==> config.mk <==
export PLATFORM = sky130hd
export DESIGN_NAME = multicycle_control_fsm
export DESIGN_NICKNAME = d
export VERILOG_FILES = /design/src/rtl/multicycle_control_fsm.sv
export SDC_FILE = /design/constraint.sdc
export NUM_CORES = 1
export LEC_CHECK = 0
export CAP_MARGIN = 20
export CELL_PAD_IN_SITES_DETAIL_PLACEMENT = 2
export CELL_PAD_IN_SITES_GLOBAL_PLACEMENT = 2
export CORE_MARGIN = 2
export CORE_UTILIZATION = 22
export DETAILED_ROUTE_END_ITERATION = 10
export PLACE_DENSITY = 0.86
export SYNTH_ARGS = -nofsm -noshare
export SYNTH_HDL_FRONTEND = slang
export SYNTH_SLANG_ARGS = --single-unit
==> constraint.sdc <==
create_clock -name CLK -period 1.42 [get_ports CLK]
set_input_delay 0.213 -clock CLK [delete_from_list [all_inputs] [get_ports CLK]]
set_output_delay 0.213 -clock CLK [all_outputs]
set_load 0.01 [all_outputs]
==> src/rtl/multicycle_control_fsm.sv <==
// rtl/multicycle_control_fsm.sv - Moore control FSM for a multicycle RV32I-subset datapath
module multicycle_control_fsm (
   input  logic       CLK,
   input  logic       RST,
   input  logic [6:0] op,
   input  logic       Zero,
   input  logic       MemReady,
   output logic       PCWrite,
   output logic       IRWrite,
   output logic       RegWrite,
   output logic       MemWrite,
   output logic       AdrSrc,
   output logic [1:0] ResultSrc,
   output logic [1:0] ALUSrcA,
   output logic [1:0] ALUSrcB,
   output logic [1:0] ALUOP,
   output logic [1:0] ImmSrc,
   output logic       IllegalOp
);

   localparam logic [6:0] OP_LW  = 7'b0000011;
   localparam logic [6:0] OP_SW  = 7'b0100011;
   localparam logic [6:0] OP_R   = 7'b0110011;
   localparam logic [6:0] OP_I   = 7'b0010011;
   localparam logic [6:0] OP_BEQ = 7'b1100011;
   localparam logic [6:0] OP_JAL = 7'b1101111;

   typedef enum logic [3:0] {
      S_FETCH, S_DECODE, S_MEMADR, S_MEMREAD, S_MEMWB, S_MEMWRITE,
      S_EXECR, S_EXECI, S_ALUWB, S_BEQ, S_JAL
   } state_t;

   state_t state;
   logic   pcupdate;
   logic   branch;

   always_ff @(posedge CLK) begin
      if (!RST) begin
         state <= S_FETCH;
      end else begin
         case (state)
            S_FETCH:    if (MemReady) state <= S_DECODE;
            S_DECODE:
               case (op)
                  OP_LW, OP_SW: state <= S_MEMADR;
                  OP_R:         state <= S_EXECR;
                  OP_I:         state <= S_EXECI;
                  OP_BEQ:       state <= S_BEQ;
                  OP_JAL:       state <= S_JAL;
                  default:      state <= S_FETCH;
               endcase
            S_MEMADR:   state <= (op == OP_LW) ? S_MEMREAD :
                                 (op == OP_SW) ? S_MEMWRITE : S_FETCH;
            S_MEMREAD:  if (MemReady) state <= S_MEMWB;
            S_MEMWB:    state <= S_FETCH;
            S_MEMWRITE: if (MemReady) state <= S_FETCH;
            S_EXECR:    state <= S_ALUWB;
            S_EXECI:    state <= S_ALUWB;
            S_ALUWB:    state <= S_FETCH;
            S_BEQ:      state <= S_FETCH;
            S_JAL:      state <= S_ALUWB;
            default:    state <= S_FETCH;
         endcase
      end
   end

   // Outputs decode the state register; a low RST overrides them in the same cycle.
   always_comb begin
      pcupdate  = 1'b0;
      branch    = 1'b0;
      IRWrite   = 1'b0;
      RegWrite  = 1'b0;
      MemWrite  = 1'b0;
      AdrSrc    = 1'b0;
      ResultSrc = 2'b00;
      ALUSrcA   = 2'b00;
      ALUSrcB   = 2'b00;
      ALUOP     = 2'b00;
      IllegalOp = 1'b0;
      case (state)
         S_FETCH: begin
            IRWrite   = MemReady;
            pcupdate  = MemReady;
            ALUSrcB   = 2'b10;
            ResultSrc = 2'b10;
         end
         S_DECODE: begin
            ALUSrcA   = 2'b01;
            ALUSrcB   = 2'b01;
            IllegalOp = !(op == OP_LW || op == OP_SW || op == OP_R ||
                          op == OP_I  || op == OP_BEQ || op == OP_JAL);
         end
         S_MEMADR: begin
            ALUSrcA = 2'b10;
            ALUSrcB = 2'b01;
         end
         S_MEMREAD:  AdrSrc = 1'b1;
         S_MEMWB: begin
            ResultSrc = 2'b01;
            RegWrite  = 1'b1;
         end
         S_MEMWRITE: begin
            AdrSrc   = 1'b1;
            MemWrite = 1'b1;
         end
         S_EXECR: begin
            ALUSrcA = 2'b10;
            ALUOP   = 2'b10;
         end
         S_EXECI: begin
            ALUSrcA = 2'b10;
            ALUSrcB = 2'b01;
            ALUOP   = 2'b10;
         end
         S_ALUWB:    RegWrite = 1'b1;
         S_BEQ: begin
            ALUSrcA = 2'b10;
            ALUOP   = 2'b01;
            branch  = 1'b1;
         end
         S_JAL: begin
            ALUSrcA  = 2'b01;
            ALUSrcB  = 2'b10;
            pcupdate = 1'b1;
         end
         default: ;
      endcase
      if (!RST) begin
         pcupdate  = 1'b0;
         branch    = 1'b0;
         IRWrite   = 1'b0;
         RegWrite  = 1'b0;
         MemWrite  = 1'b0;
         IllegalOp = 1'b0;
         AdrSrc    = 1'b0;
         ResultSrc = 2'b10;
         ALUSrcA   = 2'b00;
         ALUSrcB   = 2'b10;
         ALUOP     = 2'b00;
      end
   end

   assign PCWrite = pcupdate | (branch & Zero);

   always_comb begin
      case (op)
         OP_SW:   ImmSrc = 2'b01;
         OP_BEQ:  ImmSrc = 2'b10;
         OP_JAL:  ImmSrc = 2'b11;
         default: ImmSrc = 2'b00;
      endcase
   end

endmodule

==> run_results.csv <==
group,metric,value,unit
worst_setup_path,cp_data_arrival_time,1520,ps
detailed_routing,drc,0,
power,power,595.6,µW
detailed_routing,wire_per_inst,28.97,µm
detailed_routing,wl,5851,µm
grt,grt-ovfl-total,0,
worst_setup_path,cp_slowest_cell,"dfxtp_4",
grt,grt_antenna_before_repair,0,
synth,syn_avg_cell_area,6.997,µm²
hold_path,hold-path-cell-count,4,
sta,fin_crit,1733,ps
synth,netlist_top_cells_area,"dfxtp_1 12%, nand2b_1 5.5%, a21oi_1 5.1%",
synth,syn_area,685.7,µm²
detailed_routing,drt_first_iter_violations,49,
worst_setup_path,ff2ff_path_depth,6,
clock_network,cts_tree,"yes",
finish,final_cell_mix,"34 x buf_4, 17 x buf_6, 14 x buf_2",
die,fp.dieArea,3579,µm²
grt,grt_pass1_vias,1220,
worst_setup_path,startpoint_type,"flip-flop",
finish,regMostFlops,"state",
clock_network,numClockSinks,4,
grt,grt_pass1_wl,7458,µm
finish,diodes,0,
finish,final_common_cell,"buf_4",
run,drv_cap,0,
placement,place_ws,-794.8,ps
detailed_routing,vias,1138,
finish,fin_util,53.83,%
worst_setup_path,reg2reg_slack,-150,ps
sta,hold_violations,0,
worst_setup_path,rr_startpoint,"state[2]",
placement,portBuffers,26,
hold_path,hold_path_class,"in -> reg",
worst_setup_path,worstPathRequired,1210,ps
sta,worst_pin_slew,389.6,ps
sta,layout_setup_ws,-312.9,ps
hold_path,hold_end,"state[0]",
finish,largest_reg_flops,4,
grt,grt_max_degree,13,
synth,ys_warn_count,0,
detailed_routing,ant_nets,0,
synth,synth_ff_type,"dfxtp_1",
die,io_pins,27,
sta,fin_skew,12.93,ps
synth,ys_seq_elements,4,
run_status,status,"complete, but fails checks",
synth,synth.yosys.seq_area_share,11.68,%
clock_network,clkSlewWorstSetupHoldPaths,60,ps
sta,fmax,0.5771,GHz
synth,netlist.area_leader.share,11.68,%
die,chipWidth,59.83,µm
worst_setup_path,critPathKind,"reg -> out",
worst_setup_path,cpLargestDelayFamily,"simple AND/OR/NAND/NOR gates",
die,num_rows,20,
clock_network,clk_path_buf_depth,2,
synth,synthCells,98,
placement,dpl.hpwl,2763,µm
clock_network,clock-root-buffer,"clkbuf_4",
synth,synth_nets,109,
sta,final_max_slew_viol_count,0,
finish,fillers,303,
worst_setup_path,critPathMaxFanout,8,
power,p_per_area,368.5,nW/µm²
die,die_h,59.83,µm
sta,rsz0062_at_grt,"true",
sta,final.period_utilization,122.0,%
finish,nNetsFinal,182,
worst_setup_path,crit_chain,"buf_4 > nor3_4 > nand2_2 > nor3_2 > buf_2",
finish,synthToLayoutAreaGrowth,135.8,%
die,start_util,22.83,%
synth,async_flop_share,0,%
worst_setup_path,cpPeakStageDelay,410,ps
die,design.core.area,3003,µm²
detailed_routing,routed_via_density,5.634,
finish,layout-drive-gt1-share,75.15,%
clock_network,clk-insertion-delay-late,270,ps
placement,gp_congestion,0.9114,
run_status,violations,"negative setup slack",
worst_setup_path,worstReg2RegEnd,"state[0]",
synth,synth_top_area_cell,"dfxtp_1",
hold_path,worstHoldStart,"op[3]",
clock_network,cts_max_level,1,
worst_setup_path,crit_path_end_kind,"output pin",
power,ir_drop,0.0002293,V
clock_network,cts_buffers,3,
synth,synth-edff-count,0,
detailed_routing,firstDrtPassIters,4,
grt,grt_use_total,30.33,%
power,p_leak,0.0006899,µW
finish,top_regs,"state: 4 flops",
finish,finalInstanceArea,1617,µm²
synth,synthDistinctLibCells,42,
placement,dpl-instance-area,1170,µm²
sta,relSlewSlack,73.75,%
worst_setup_path,path_buf_inv,2,
sta,finalSetupViolations,19,
## per-layer routing
layer	GRT usage (%)	share of wire, %
met5	0	0
met4	10.16	2.0
met3	6.494	2.4
met2	49.22	52
met1	39.58	44
## tightest hold or removal path, stage by stage
cell and delay [ps]:
buf_6 80, buf_6 110, or4b_1 160, o32ai_2 110
## where the power goes
part / switching (µW) / internal (µW)
Sequential: 5.07 / 110
Clock: 84.9 / 97.2
Combinational: 149 / 149
Total: 239 / 357
## worst max-delay path by stage
stage,startpoint,end,slack (ps),cells past startpoint
finish,state[2],IllegalOp,-310,5
global route,state[2],IllegalOp,-370,5
CTS,state[0],PCWrite,-190,5
detailed placement,op[3],ImmSrc[0],-790,6
global placement,op[3],ImmSrc[0],-710,6
floorplan,state[3],RegWrite,40,4
## cells in the mapped netlist, drive strengths merged, types with 2 or more instances
master,instances
dfxtp,4
xnor2,2
nor4b,2
nand3b,3
buf,8
nor2,9
nor3b,4
nand2,9
nand2b,7
a32o,2
a21oi,7
o32ai,2
o21ai,9
and4,2
nor2b,5
nor3,4
## layout make-up
| cell class | count | area (µm²) | share of cell area (%) |
|---|---|---|---|
| clock buffers | 3 | 22.52 | 1.393 |
| well taps | 33 | 41.29 | 2.554 |
| flip-flops and latches | 4 | 92.59 | 5.728 |
| multi-input cells | 85 | 798.3 | 49.38 |
| repair buffers | 77 | 661.9 | 40.94 |
## cell families after synthesis
group	synth area share (%)
and+or+nand+nor	47.99
AOI/OAI and AO/OA	27.01
buffers and inverters	8.027
DFF	11.68
xor gates and xnor gates	3.833
muxes	1.460
## metrics by stage
| stage | hold slack, ps | TNS (ps) | std cells |
|---|---|---|---|
| 3_5_place_dp | 780.3 | -10460 | 177 |
| 6_report | 469.4 | -2918 | 202 |
| 3_3_place_gp | 747.7 | -9526 | 177 |
| 5_1_grt | 466.3 | -3512 | 202 |
| 4_1_cts | 463.4 | -1933 | 196 |
| 2_1_floorplan | 391.7 | 0 | 98 |
## timing repair
action                                  4_1_cts  5_1_grt
buffers inserted                             15        9
pin swaps                                    28       12
endpoints found under the setup margin       20       20
cloned                                        1        0
hold buffers                                  0        0
gates resized for setup                     142       26
Power figures use the tool's default switching activity.
